--- src/rtl/data_mem_responder.sv ---
// data_mem_responder
// Data-memory responder for the pipelined processor's data port. Holds a
// word-addressed RAM (addresses 0..DEPTH-1), an LED register at LED_ADDR and
// a read-only switch port at SW_ADDR. Every access is stretched by a number
// of wait states so the processor's Memory-stage stall path gets exercised.
//
// Optional feature (macro DMEM_LFSR_WAIT_EN): a 4-bit maximal LFSR
// (x^4+x^3+1, seeded 4'b0001 on Reset) advances on each accepted request and
// adds lfsr[1:0] extra wait states to the access. Without the macro the wait
// count is always WAIT_CYCLES.
//
// Timing: DataWaitreq is high for (wait count + 1) cycles from the first
// request cycle, then low for exactly one cycle (DONE). The access itself
// happens on the last high cycle, using the address, data and request kind
// present on that cycle.
module data_mem_responder #(
    parameter int                   WORD_SIZE   = 16,
    parameter int                   DEPTH       = 256,
    parameter int                   WAIT_CYCLES = 2,
    parameter logic [WORD_SIZE-1:0] LED_ADDR    = 16'h1000,
    parameter logic [WORD_SIZE-1:0] SW_ADDR     = 16'h3000
) (
    input  logic                 Clock,
    input  logic                 Reset,
    input  logic [WORD_SIZE-1:0] DataAddr,
    input  logic [WORD_SIZE-1:0] DataOut,
    input  logic                 ReadData,
    input  logic                 WriteData,
    output logic [WORD_SIZE-1:0] DataIn,
    output logic                 DataWaitreq,
    input  logic [WORD_SIZE-1:0] Switches,
    output logic [WORD_SIZE-1:0] Leds,
    output logic                 AccessErr
);

    localparam int                 AW      = (DEPTH > 1) ? $clog2(DEPTH) : 1;
    localparam logic [WORD_SIZE:0] DEPTH_W = (WORD_SIZE + 1)'(DEPTH);

    localparam logic [1:0] REG_RAM = 2'd0;
    localparam logic [1:0] REG_LED = 2'd1;
    localparam logic [1:0] REG_SW  = 2'd2;
    localparam logic [1:0] REG_BAD = 2'd3;

    typedef enum logic [1:0] {
        IDLE = 2'd0,
        BUSY = 2'd1,
        DONE = 2'd2
    } state_t;

    // Maps an address onto the RAM, LED, switch or unmapped region.
    function automatic logic [1:0] decode_region(input logic [WORD_SIZE-1:0] addr);
        logic [1:0] region;
        if ({1'b0, addr} < DEPTH_W) begin
            region = REG_RAM;
        end else if (addr == LED_ADDR) begin
            region = REG_LED;
        end else if (addr == SW_ADDR) begin
            region = REG_SW;
        end else begin
            region = REG_BAD;
        end
        return region;
    endfunction

    // Next value of the x^4+x^3+1 Fibonacci LFSR.
    function automatic logic [3:0] lfsr_next(input logic [3:0] cur);
        return {cur[2:0], cur[3] ^ cur[2]};
    endfunction

    state_t               state_r;
    logic [4:0]           counter_r;
    logic [WORD_SIZE-1:0] mem_r [DEPTH];

    logic                 req_s;
    logic [4:0]           wait_s;
    logic                 access_s;
    logic [1:0]           region_s;
    logic [AW-1:0]        ram_idx_s;
    logic [WORD_SIZE-1:0] ram_word_s;

`ifdef DMEM_LFSR_WAIT_EN
    logic [3:0] lfsr_r;

    // Wait-state LFSR, stepped once for every request accepted in IDLE.
    always_ff @(posedge Clock) begin
        if (Reset) begin
            lfsr_r <= 4'b0001;
        end else if (state_r == IDLE && req_s) begin
            lfsr_r <= lfsr_next(lfsr_r);
        end else begin
            lfsr_r <= lfsr_r;
        end
    end

    // Wait count for the request being accepted: base plus 0..3 random extra.
    always_comb begin
        wait_s = 5'(WAIT_CYCLES) + {3'b000, lfsr_r[1:0]};
    end
`else
    // Wait count for the request being accepted: fixed base.
    always_comb begin
        wait_s = 5'(WAIT_CYCLES);
    end
`endif

    // Request decode and the strobe marking the cycle the access is carried out.
    always_comb begin
        req_s      = ReadData | WriteData;
        region_s   = decode_region(DataAddr);
        ram_idx_s  = DataAddr[AW-1:0];
        ram_word_s = mem_r[ram_idx_s];
        access_s   = 1'b0;
        case (state_r)
            IDLE:    access_s = req_s && (wait_s == 5'd0);
            BUSY:    access_s = req_s && (counter_r == 5'd0);
            DONE:    access_s = 1'b0;
            default: access_s = 1'b0;
        endcase
    end

    // Stall the processor until the DONE cycle; no stall without a request.
    assign DataWaitreq = req_s && (state_r != DONE);

    // RAM array; contents deliberately survive Reset, but no write lands in a reset cycle.
    always_ff @(posedge Clock) begin
        if (!Reset && access_s && WriteData && region_s == REG_RAM) begin
            mem_r[ram_idx_s] <= DataOut;
        end
    end

    // Access FSM together with the registered read data, LED register and sticky error.
    always_ff @(posedge Clock) begin
        if (Reset) begin
            state_r   <= IDLE;
            counter_r <= 5'd0;
            DataIn    <= {WORD_SIZE{1'b0}};
            Leds      <= {WORD_SIZE{1'b0}};
            AccessErr <= 1'b0;
        end else begin
            if (access_s) begin
                if (WriteData) begin
                    // Simultaneous read+write is served as a write but flagged.
                    if (ReadData) begin
                        AccessErr <= 1'b1;
                    end
                    case (region_s)
                        REG_RAM: Leds <= Leds;
                        REG_LED: Leds <= DataOut;
                        REG_SW:  AccessErr <= 1'b1;
                        REG_BAD: AccessErr <= 1'b1;
                        default: AccessErr <= 1'b1;
                    endcase
                end else begin
                    case (region_s)
                        REG_RAM: DataIn <= ram_word_s;
                        REG_LED: DataIn <= Leds;
                        REG_SW:  DataIn <= Switches;
                        REG_BAD: begin
                            DataIn    <= {WORD_SIZE{1'b0}};
                            AccessErr <= 1'b1;
                        end
                        default: begin
                            DataIn    <= {WORD_SIZE{1'b0}};
                            AccessErr <= 1'b1;
                        end
                    endcase
                end
            end

            case (state_r)
                IDLE: begin
                    if (req_s) begin
                        if (wait_s == 5'd0) begin
                            state_r   <= DONE;
                            counter_r <= 5'd0;
                        end else begin
                            state_r   <= BUSY;
                            counter_r <= wait_s - 5'd1;
                        end
                    end else begin
                        state_r <= IDLE;
                    end
                end
                BUSY: begin
                    if (!req_s) begin
                        // Processor withdrew the request: abandon without side effects.
                        state_r   <= IDLE;
                        counter_r <= 5'd0;
                    end else if (counter_r == 5'd0) begin
                        state_r <= DONE;
                    end else begin
                        counter_r <= counter_r - 5'd1;
                    end
                end
                DONE: begin
                    state_r <= IDLE;
                end
                default: begin
                    state_r   <= IDLE;
                    counter_r <= 5'd0;
                end
            endcase
        end
    end

endmodule
--- config.mk ---
export PLATFORM = sky130hd
export DESIGN_NAME = data_mem_responder
export DESIGN_NICKNAME = d
export VERILOG_FILES = /design/src/rtl/data_mem_responder.sv
export SDC_FILE = /design/constraint.sdc
export NUM_CORES = 2
export LEC_CHECK = 0
export ABC_CLOCK_PERIOD_IN_PS = 7600
export CAP_MARGIN = 0
export CORE_AREA = 3 3 599 601
export CTS_CLUSTER_DIAMETER = 40
export DETAILED_ROUTE_END_ITERATION = 8
export DIE_AREA = 0 0 602 604
export PLACE_DENSITY_LB_ADDON = 0.15
export SLEW_MARGIN = 30
export SYNTH_ARGS = -nofsm -noshare
export SYNTH_HDL_FRONTEND = slang
export SYNTH_SLANG_ARGS = --single-unit
--- constraint.sdc ---
create_clock -name Clock -period 7.6 [get_ports Clock]
set_clock_uncertainty 0.2 [all_clocks]
set_input_delay 1.9 -clock Clock [delete_from_list [all_inputs] [get_ports Clock]]
set_output_delay 1.9 -clock Clock [all_outputs]
set_load 0.02 [all_outputs]
==> summary by stage <==
Status
The flow ran to the end, and the final reports show no timing, DRC or antenna violations.

Synth
The synthesized instance count is between 7k and 8k. After synthesis, the cell types taking the most area are edfxtp_1 (77%), mux4_2 (14%), mux2i_1 (1.0%). Sequential elements use 77.9% of the synthesized area. The largest total area in the synthesized netlist belongs to edfxtp_1. The number of nets in the synthesized netlist is roughly 7.3k. Yosys mapped the design onto 69 distinct sky130hd cell types. The total of warnings raised by yosys is 0. The most instantiated flip-flop cell in the synthesis netlist is edfxtp_1.

Yosys mapped a number of flops with a built-in enable equal to 4,096. The post-synthesis cell area is 159,000 µm². In this run the mean area of a mapped cell was 21.8 µm². The area share of the largest cell type after synthesis is a little under 80%. The proportion of register bits with asynchronous set or reset after synthesis is 0%.

The synthesized flop and latch total is 4,136.

Setup path
The slowest stage of the critical path is the nor2_1 cell. The maximum single-stage delay on the critical path is a little over 0.8 ns. In this run the worst path has a maximum fanout of 16. The data arrival at the endpoint of the critical path is 6.29 ns.

The startpoint type of the worst setup path is an input port. Walking the worst path, the cells encountered are clkdlybuf4s50_1 -> nor4_1 -> nand3_1 -> buf_4 -> or3_1 -> nor2_1 -> nand2_1 -> nor2_1 -> buf_4. The critical path endpoint category is a flip-flop.

The start-to-end type of the worst setup path is in -> reg. The required time reported for the critical path endpoint is 8.09 ns.

Placed design
The routability congestion estimate is 0.863. The count of input and output buffers is 85. The HPWL after detailed placement is 281,000 µm. Prior to clock tree synthesis, the placed netlist has a worst setup slack of 0.814 ns.

Power
The standby leakage power is 59.0 nW. The largest voltage drop on the vdd net is approximately 0.22 mV. For this design the ratio of total power to cell area is 287 nW/µm².

STA
Setup repair after global routing left no endpoint under its margin. The number of slew-limit violations in the final report is 0. Summed over all failing endpoints, the final setup total negative slack is 0 ns. Final hold analysis gives a worst-case slack of around 0.27 ns. Timing would allow up to 172 MHz. The pin slew with the least headroom to its limit is 1.13 ns. Setup violations remaining at the end of the flow were counted as 0. Measured against its own limit, the worst slew margin works out to 24.4%. In the finished design, the share of the clock period the worst path needs comes to between 70 and 80%. The number of hold-slack violations in the final timing report is 0. The time the final worst path needs with I/O delays and setup is 5.80 ns. The worst-case setup margin in the final layout is 1.80 ns.

Layout
The post-route netlist has ~30% of its cells at a drive strength greater than 1. The area added between synthesis and finish is 17.5%. The final layout net count is 8,057.

Detailed routing
The overall routed net length is 466,000 µm. Dividing the detail-routed via count by the number of cells gives ~6.2. The detailed-route via count is 81.3k. The initial DRC count is 11.0k. The routed length per instance is approximately 35 µm. The first detailed-routing pass took 5 iterations. The number of nets still failing antenna checks after routing is 0. For this run, design rule violations remaining after detail routing come to 0.

Floorplan
Once the floorplan was initialized, standard cells occupied roughly 45% of the core. The I/O pin count is 86. The core region is 353,000 µm².

From left edge to right edge, the die measures 602 µm. The die covers 364,000 µm². In this run the vertical extent of the chip is 604 µm.

The cell row count is about 220.

Clock tree
Clock latency on the worst-skew pair, taken at its later pin, is 0.99 ns. The number of sinks handled by clock tree synthesis is 4,136. The root buffer cell is clkbuf_16. Post-CTS timing repair inserted 0 buffers for setup. The total number of H-tree levels is 6.

Gates resized during post-CTS repair numbered 0. Clock-pin slew was measured on the worst setup and hold paths at 0.05 ns. The clock passes through at most 4 buffers.

The number of hold buffers added after CTS was 0. The clock tree from TritonCTS is done. The number of buffers added by the clock tree synthesis step is around 540.

GRT
The number of antenna violations at the first check in global routing is between 40 and 50. The total routing usage reported by global routing is 25.5%. The via count of the first global-routing pass is a little over 80k. The pin count of the biggest net entering global routing is ~170. Summed over all layers, the global routing overflow is 0. The first global-routing pass estimated approximately 650,000 µm of wire.

Job
Max-cap violations in this run came to 0.

Hold path
In this run the worst hold path is classified as reg -> reg.
## flip-flops by register name, summed over array words and instances (netlist names)
register,cells
state_r,2
counter_r,5
AccessErr,1
mem_r,4096
DataIn,16
Leds,16
## final timing paths
path | startpoint | to | slack [ns] | cells after the start
worst max-delay path | DataAddr[8] | mem_r[40][6] | 1.80 | 9
worst min-delay path | Leds[1] | Leds[1] | 0.27 | 2
worst max register to register | counter_r[0] | mem_r[40][6] | 2.77 | 10
worst min register to register | Leds[1] | Leds[1] | 0.27 | 2
## kinds of logic after synthesis
family / synth area share, %
buffers and inverters: 1.58
muxes: 15.0
AOI/OAI and AO/OA: 3.41
adders and majority gates: 0.0157
and+or+nand+nor: 2.03
xor gates and xnor gates: 0.0220
DFF: 77.9
## Yosys cell counts (6+ instances only)
| cell | number |
|---|---|
| a21oi_1 | 118 |
| buf_6 | 40 |
| nor2b_1 | 40 |
| mux2i_1 | 164 |
| o31ai_1 | 8 |
| nor2_1 | 384 |
| nand2_1 | 162 |
| a31oi_1 | 10 |
| clkbuf_1 | 181 |
| o221ai_1 | 15 |
| a2111oi_0 | 34 |
| o22ai_1 | 108 |
| a221oi_1 | 17 |
| o211ai_1 | 16 |
| nor3_1 | 22 |
| buf_2 | 116 |
| a22oi_1 | 206 |
| o21ai_0 | 73 |
| o311ai_0 | 8 |
| nand3_1 | 75 |
| edfxtp_1 | 4096 |
| o2111a_1 | 9 |
| buf_4 | 96 |
| dfxtp_1 | 40 |
| nand2b_1 | 15 |
| buf_1 | 9 |
| a22o_1 | 20 |
| o2111ai_1 | 7 |
| nand4_1 | 6 |
| mux4_2 | 960 |
| mux2_2 | 55 |
| a211oi_1 | 76 |
| inv_1 | 6 |
| o22a_1 | 18 |
## layout make-up
type                            count  area [µm²]
Clock inverter                    361        4330
Clock buffer                      616       14200
Timing Repair Buffer              608        5490
Sequential cell                  4136      124000
Multi-Input combinational cell   2709       33000
Antenna cell                       21        52.6
Tap cell                         4730        5920
Inverter                            7        26.3
Fill cell                       27300      166000
## power breakdown
group | switching, mW | leakage, nW | internal, mW | total [mW]
clock network | 9.91 | 8.92 | 16.1 | 26.0
logic | 1.70 | 13.0 | 0.788 | 2.49
registers | 0.0297 | 37.1 | 25.1 | 25.1
total | 11.6 | 59.0 | 42.0 | 53.6
## cells in the final DEF, fill, tap and decap left out, types with 21 or more instances in the layout
master	n
nand3_1	75
inv_6	50
buf_4	476
a22oi_1	206
clkinv_1	63
mux4_2	960
clkbuf_1	57
mux2i_1	164
edfxtp_1	4096
a21oi_1	118
buf_12	37
nor2b_1	33
o22ai_1	108
clkinv_2	66
o21ai_0	72
bufinv_16	75
clkinv_4	33
dfxtp_1	40
a2111oi_0	28
nand2_1	146
nor2_1	357
clkbuf_16	557
a211oi_1	75
mux2_2	55
clkdlybuf4s50_1	60
clkinvlp_4	49
diode_2	21
## worst max-delay path, delay by kind of cell
family | cells | cell delay, ns
and+or+nand+nor | 6 | 3.43
buffers and inverters | 3 | 0.94
## stage by stage
| step | cells | total power [mW] | util (%) | cell area (µm²) |
|---|---|---|---|---|
| after detailed placement | 12200 | 28.1 | 47.5 | 168000 |
| after floorplan | 7295 | 26.7 | - | 159000 |
| after CTS | 13200 | 53.9 | 52.8 | 186000 |
| after global routing | 13200 | 55.0 | 52.9 | 187000 |
| after global placement | 12200 | 28.1 | 47.5 | 168000 |
| final | 13200 | 53.6 | 52.9 | 187000 |
## routing by layer
metal	track usage (%)	vias to the layer above	part of all wire [%]
met5	0	-	0.0028
met4	8.84	2	3.6
met3	4.61	747	8.6
met2	39.9	4208	48
met1	36.2	43800	40
li1	-	32500	-
Note: power is estimated with default switching activity, not from simulation.
